File: config.mk
export PLATFORM = sky130hd
export DESIGN_NAME = alu_pipe
export DESIGN_NICKNAME = d
export VERILOG_FILES = /design/src/rtl/alu_pipe.sv
export SDC_FILE = /design/constraint.sdc
export NUM_CORES = 1
export LEC_CHECK = 0
export ABC_CLOCK_PERIOD_IN_PS = 12900
export CORE_ASPECT_RATIO = 1.2
export CORE_MARGIN = 4
export CORE_UTILIZATION = 25
export CTS_CLUSTER_DIAMETER = 40
export CTS_CLUSTER_SIZE = 12
export DETAILED_ROUTE_END_ITERATION = 7
export GPL_TIMING_DRIVEN = 0
export PLACE_DENSITY = 0.49
export SYNTH_ARGS = -nofsm -noshare
export SYNTH_HDL_FRONTEND = slang
export SYNTH_SLANG_ARGS = --single-unit
File: constraint.sdc
create_clock -name clk -period 12.9 [get_ports clk]
set_input_delay 2.58 -clock clk [delete_from_list [all_inputs] [get_ports clk]]
set_output_delay 2.58 -clock clk [all_outputs]
set_load 0.02 [all_outputs]
File: src/rtl/alu_pipe.sv
// alu_pipe: valid/ready pipelined ALU with registered flags; define ALU_MUL_EN to build the iterative multiplier.
module alu_pipe #(
    parameter int WIDTH = 32
) (
    input  logic             clk,
    input  logic             rst_n,
    input  logic             in_valid,
    output logic             in_ready,
    input  logic [WIDTH-1:0] a,
    input  logic [WIDTH-1:0] b,
    input  logic [3:0]       op,
    output logic             out_valid,
    input  logic             out_ready,
    output logic [WIDTH-1:0] y,
    output logic             carry,
    output logic             overflow,
    output logic             zero,
    output logic             negative,
    output logic             illegal
);
    localparam int SHW = $clog2(WIDTH);

    typedef enum logic [1:0] {IDLE, BUSY, DONE} state_t;
    state_t state;

    logic             accept, start_mul, mul_done, mul_c;
    logic [WIDTH-1:0] mul_y, res_y;
    logic             res_c, res_v, res_i;
    logic [WIDTH:0]   sum, dif, sl, sr, sa;
    logic [SHW-1:0]   sh;

    assign in_ready  = (state == IDLE) | ((state == DONE) & out_ready);
    assign out_valid = state == DONE;
    assign accept    = in_valid & in_ready;
    assign zero      = y == '0;
    assign negative  = y[WIDTH-1];

    assign sh  = b[SHW-1:0];
    assign sum = {1'b0, a} + {1'b0, b};
    assign dif = {1'b0, a} + {1'b0, ~b} + 1'b1;
    // Shifts run one bit wider so the last bit shifted out lands in the spare bit.
    assign sl  = {1'b0, a} << sh;
    assign sr  = {a, 1'b0} >> sh;
    assign sa  = $signed({a, 1'b0}) >>> sh;

    always_comb begin
        res_y = '0;
        res_c = 1'b0;
        res_v = 1'b0;
        res_i = 1'b0;
        case (op)
            4'h0: begin
                res_y = sum[WIDTH-1:0];
                res_c = sum[WIDTH];
                res_v = (a[WIDTH-1] == b[WIDTH-1]) && (sum[WIDTH-1] != a[WIDTH-1]);
            end
            4'h1: begin
                res_y = dif[WIDTH-1:0];
                res_c = dif[WIDTH];
                res_v = (a[WIDTH-1] != b[WIDTH-1]) && (dif[WIDTH-1] != a[WIDTH-1]);
            end
            4'h2: res_y = a & b;
            4'h3: res_y = a | b;
            4'h4: res_y = a ^ b;
            4'h5: begin
                res_y = sl[WIDTH-1:0];
                res_c = sl[WIDTH];
            end
            4'h6: begin
                res_y = sr[WIDTH:1];
                res_c = sr[0];
            end
            4'h7: begin
                res_y = sa[WIDTH:1];
                res_c = sa[0];
            end
            4'h8: res_y = {{(WIDTH-1){1'b0}}, $signed(a) < $signed(b)};
            4'h9: res_y = {{(WIDTH-1){1'b0}}, a < b};
            default: res_i = 1'b1;
        endcase
    end

`ifdef ALU_MUL_EN
    logic [2*WIDTH-1:0] acc, mcand, acc_nxt;
    logic [WIDTH-1:0]   mplier;
    logic [SHW-1:0]     cnt;

    assign start_mul = op == 4'hA;
    assign acc_nxt   = mplier[0] ? acc + mcand : acc;
    assign mul_done  = (state == BUSY) && (cnt == '0);
    assign mul_y     = acc_nxt[WIDTH-1:0];
    assign mul_c     = |acc_nxt[2*WIDTH-1:WIDTH];

    always_ff @(posedge clk) begin
        if (accept) begin
            acc    <= '0;
            mcand  <= {{WIDTH{1'b0}}, a};
            mplier <= b;
            cnt    <= SHW'(WIDTH - 1);
        end else if (state == BUSY) begin
            acc    <= acc_nxt;
            mcand  <= mcand << 1;
            mplier <= mplier >> 1;
            cnt    <= cnt - 1'b1;
        end
    end
`else
    assign start_mul = 1'b0;
    assign mul_done  = 1'b0;
    assign mul_y     = '0;
    assign mul_c     = 1'b0;
`endif

    always_ff @(posedge clk) begin
        if (!rst_n) begin
            state    <= IDLE;
            y        <= '0;
            carry    <= 1'b0;
            overflow <= 1'b0;
            illegal  <= 1'b0;
        end else if (accept && start_mul) begin
            state <= BUSY;
        end else if (accept) begin
            state    <= DONE;
            y        <= res_y;
            carry    <= res_c;
            overflow <= res_v;
            illegal  <= res_i;
        end else if (mul_done) begin
            state    <= DONE;
            y        <= mul_y;
            carry    <= mul_c;
            overflow <= 1'b0;
            illegal  <= 1'b0;
        end else if (state == DONE && out_ready) begin
            state <= IDLE;
        end
    end
endmodule

### Yosys cells after proc, flatten, opt, wreduce, memory -nomap -nowiden

Cells that the tools add are included.

| word-level totals | value |
|---|---|
| flip-flop bits (word level) | 36 |
| input bits | 72 |
| word-level logic and storage cells | 47 |

| operators by class | value |
|---|---|
| add/sub/neg operators | 3 |
| $lt $le $gt $ge | 2 |
| equality and inequality tests | 13 |
| shift operators | 3 |
| muxes and demuxes | 6 |
| bitwise gates (word level) | 7 |
| reduce and logical (&&, ||, !) cells | 8 |

Operators with widths:

| kind | number |
|---|---|
| 32-bit case mux with 10 select lines | 1 |
| 32-bit by 32-bit adder with 33-bit output | 2 |
| 32-bit less-than comparator | 2 |
| 33-bit by 1-bit adder with 33-bit output, second input constant | 1 |
| 32-bit by 5-bit left shift with 33-bit output | 1 |
| 33-bit by 5-bit >> shifter with 33-bit output | 1 |
| 33-bit by 5-bit >>> shifter with 33-bit output | 1 |
| 32-bit AND | 1 |
| 32-bit logical NOT | 1 |
| 32-bit NOT | 1 |
| 32-bit bitwise OR | 1 |
| 32-bit XOR | 1 |
| 4-bit by 3-bit == test with 1-bit output, second input constant | 4 |
| 10-bit OR reduction | 1 |
| 4-bit by 2-bit == test with 1-bit output, second input constant | 2 |
| 4-bit == test, second input constant | 2 |
| 1-bit case mux with 5 select lines | 1 |
| 4-bit by 1-bit == test with 1-bit output, second input constant | 1 |
| 4-bit logical NOT | 1 |
| 2-bit two-way mux | 2 |
| 1-bit logical AND | 3 |
| 1-bit inequality test | 3 |
| 1-bit AND | 2 |
| 2-bit logical NOT | 1 |
| other kinds (5) | 5 |

### Depth between registers and ports, before layout

| logic depth | value |
|---|---|
| depth in word-level cells | 6 |
| depth in mapped cells | 15 |
| depth with buffers taken out | 12 |

### Worst setup path after synthesis

OpenSTA, ideal clock, no wires.

| path | value |
|---|---|
| path type | input to register |
| start point | input port b[2] |
| end point | register overflow |
| arrival | 5.844 ns |
| setup slack | 6.934 ns |
| stages on the path | 15 |
| buffers on the path | 4 |
| cells stage by stage | buf_2 -> clkinv_1 -> buf_1 -> buf_1 -> ha_1 -> buf_2 -> o21ai_0 -> o21bai_1 -> o22a_1 -> a221oi_2 -> a21oi_2 -> a221o_2 -> mux2i_1 -> o311ai_1 -> a221o_1 |

| between the ends | value |
|---|---|
| cells in the longest elaborated chain, start to end | 6 |

RTL lines:

| element | line | RTL |
|---|---|---|
| start: declaration | 10 | `input logic [WIDTH-1:0] b,` |
| 32-bit NOT | 40 | `assign dif = {1'b0, a} + {1'b0, ~b} + 1'b1;` |
| 32-bit by 32-bit adder with 33-bit output | 40 |  |
| 33-bit by 1-bit adder with 33-bit output | 40 |  |
| 1-bit inequality test | 60 | `res_v = (a[WIDTH-1] != b[WIDTH-1]) && (dif[WIDTH-1] != a[WIDTH-1]);` |
| 1-bit logical AND | 60 |  |
| 1-bit case mux with 2 select lines * | 51 | `case (op)` |
| end signal: assignment | 127 | `overflow <= res_v;` |
| end: declaration | 16 | `output logic overflow,` |

Every way passes the cells marked *; elsewhere a longest branch is shown, timed or not.
A chain may end at the register's enable or synchronous reset.

### Final worst setup path

| path | value |
|---|---|
| start point | input port b[3] |
| end point | register y[0] |

| between the ends | value |
|---|---|
| cells in the longest elaborated chain, start to end | 2 |

RTL lines:

| element | line | RTL |
|---|---|---|
| 32-bit less-than comparator (tied with other cells) | 78 | `4'h9: res_y = {{(WIDTH-1){1'b0}}, a < b};` |
| 32-bit case mux with 10 select lines * | 51 |  |
| end signal: assignment | 125 | `y <= res_y;` |
| end signal: assignment | 131 | `y <= mul_y;` |
| end: declaration | 14 | `output logic [WIDTH-1:0] y,` |

Marked as above.

==> results.json <==
{
  "syn_area_um2": 10400,
  "setup_violations": 0,
  "post_cts_resized": 0,
  "min_period_over_period_pct": 60.4,
  "drt_first_pass_iters": 7,
  "grt_setup_unrepaired": "false",
  "cts_tree": "yes",
  "grt_pass1_vias": 12500,
  "hold_class": "register to register",
  "final_antenna_net_count": 0,
  "drc": 0,
  "synth.most_common_cell": "a21oi_1",
  "worst_pin_slew_ns": 1.55,
  "fp-row-count": 81,
  "cpMostUsedCell": "clkbuf_1",
  "h-tree-depth": 2,
  "min_path_cells": 2,
  "hold_buffers": 0,
  "n_antenna_cell": 0,
  "synth_edf_count": 0,
  "routabilityCongestion": 1.03,
  "die_x_um": 194,
  "hold_violations": 0,
  "slowest_delay_ns": 0.58,
  "cp.depth": 15,
  "cp_top_family": "buffers and inverters",
  "ys_types": 90,
  "violations": "capacitance limit, slew limit",
  "area_growth_pct": 18.4,
  "drt-total-wl_um": 67500,
  "period_minus_slack_ns": 7.80,
  "synth-seq-cells": 36,
  "grt.total_usage_pct": 28.6,
  "nets": 1737,
  "cp.required_ns": 13.14,
  "slew_viol_final": 7,
  "drive_gt1_share_pct": 8.37,
  "startpoint_type": "primary input",
  "synthCells": 1448,
  "synth_area_leader_cell": "mux4_2",
  "power_uw": 790,
  "top_layer": "met5",
  "whs_ns": 0.484,
  "ys_warn_count": 0,
  "vias": 13000,
  "fin_tns_setup_ns": 0,
  "postSynth.asyncResetShare_pct": 0,
  "critical_path_class": "primary input to register",
  "finalClockSkew_ns": 0.00973,
  "dr.first_iter.drc_count": 1521,
  "post_drt_wl_per_cell_um": 32.1,
  "grt_pass1_wl_um": 95400,
  "peakVddDrop_mv": 0.0434,
  "yosysTopAreaCellShare_pct": 12.6,
  "reg2reg_depth": 7,
  "die_area_um2": 45000,
  "startpoint": "b[3]",
  "ios": 111,
  "syn_avg_cell_area_um2": 7.19,
  "rr_startpoint": "state[1]",
  "yosys-top-cells-area": "mux4_2 (13%), ha_1 (12%), a21oi_1 (6.9%)",
  "syn_nets": 1621,
  "clk_pin_slew_ns": 0.07,
  "die_height_um": 232,
  "cts_buffers": 5,
  "clock_latency_ns": 0.30,
  "maxCapViolCount": 1,
  "wl_met1_um": 27700,
  "worstHoldStart": "y[4]",
  "finalNonFillerCells": 2104,
  "arrival_ns": 8.03,
  "io_buffers": 109,
  "worstPathMaxFanout": 11,
  "synthTopCellsByCount": "a21oi_1 (144), nand2_1 (141), nor2_1 (139)",
  "hpwlAfterDp_um": 54700,
  "cts_buffer_depth": 2,
  "place_inst": 2096,
  "fillers": 4576,
  "gr-total-overflow": 0,
  "power_density_nw_per_um2": 64.1,
  "max_freq_mhz": 128,
  "start_util_pct": 25.4,
  "cts_sinks": 36,
  "path_buf_inv": 5,
  "grt_max_degree": 14,
  "cp-end-kind": "register",
  "core_area_um2": 40900,
  "status": "finished with violations",
  "cts-root-buf": "clkbuf_16",
  "synthFlopType": "dfxtp_1",
  "yosysSeqAreaShare_pct": 6.92,
  "antenna_found_initial": 3,
  "cp_slowest_cell": "ha_1",
  "cts_setup_buffers": 0,
  "dr_wl_met2_um": 32200,
  "slew_headroom_pct": -4.21,
  "vias_per_cell": 6.17,
  "leakage_uw": 0.00475,
  "crit_chain": "clkdlybuf4s50_1, clkbuf_1, inv_1, buf_1, clkbuf_1, ha_1, nor2_1, a2111oi_2, nor3_1, o21ai_0, and3_1, o21bai_1, a311oi_1, o2111ai_1, a21oi_1",
  "route.met3.wl_um": 4450
}
layout by cell type, fill, tap and decap left out, types with 19 or more instances in the layout:
cell type | synthesis | layout
o211ai_1 | 20 | 20
nand2_1 | 141 | 141
nor3_1 | 32 | 32
mux4_2 | 58 | 58
buf_1 | 20 | 20
clkbuf_1 | 70 | 70
nand3_1 | 24 | 24
dfxtp_1 | 36 | 36
clkdlybuf4s50_1 | 0 | 109
inv_1 | 98 | 98
o21ai_0 | 121 | 121
a211oi_1 | 36 | 36
ha_1 | 99 | 99
a31oi_1 | 19 | 19
nor2_1 | 139 | 139
a21oi_1 | 144 | 144
mux2i_1 | 38 | 38
path summary, 6_finish.rpt:
check / end / slack [ns]
setup / recovery: y[0] / 5.10
hold / removal: y[4] / 0.48
setup reg to reg: carry / 9.62
hold reg to reg: y[4] / 0.48
cells by family after synthesis:
group / count (synthesis) / share of synthesized area (%)
and+or+nand+nor: 444 / 19.7
DFF: 36 / 6.92
muxes: 108 / 17.5
adders and majority gates: 101 / 12.3
buffers and inverters: 219 / 8.66
xor gates and xnor gates: 19 / 1.60
AOI/OAI and AO/OA: 521 / 33.3
flip-flops by register name, summed over array words and instances (netlist names):
signal	count
carry	1
illegal	1
overflow	1
y	32
state	1
routing by layer:
layer  up-vias  global-route usage, %
li1       5658                      -
met1      6474                   37.1
met2       701                   49.2
met3       145                   3.00
met4         2                   10.9
met5         -                      0
worst register-to-register path, stage by stage (launching register included):
cell and delay (ns):
dfxtp_1 0.33, nand2b_1 0.10, nand2_1 0.27, clkbuf_1 0.58
clkbuf_1 0.69, clkbuf_1 0.65, nor4_1 0.20, a31oi_1 0.34
where the power goes:
group / leakage [uW] / internal (uW) / switching, uW / total [uW]
Clock: 0.0000736 / 71.6 / 60.2 / 132
Combinational: 0.00438 / 185 / 352 / 537
Sequential: 0.000293 / 116 / 5.30 / 121
Total: 0.00475 / 372 / 418 / 790
per-stage QoR:
step	setup WS (ns)	util, %	instance area [um^2]
after floorplan	6.93	-	10400
after global placement	4.84	29.7	12200
after detailed placement	4.97	29.7	12200
after CTS	5.27	30.1	12300
after global routing	4.97	30.1	12300
final	5.10	30.1	12300
layout make-up:
cell class	instances	area (um^2)	area share (%)
multi-input combinational	1193	8790	71.3
timing repair buffer	109	1090	8.85
buffer	118	522	4.23
clock buffer	5	125	1.02
tap	539	674	5.47
sequential	36	721	5.85
clock inverter	3	18.8	0.152
inverter	101	379	3.08
No activity file was read; power rests on OpenSTA's default activity.
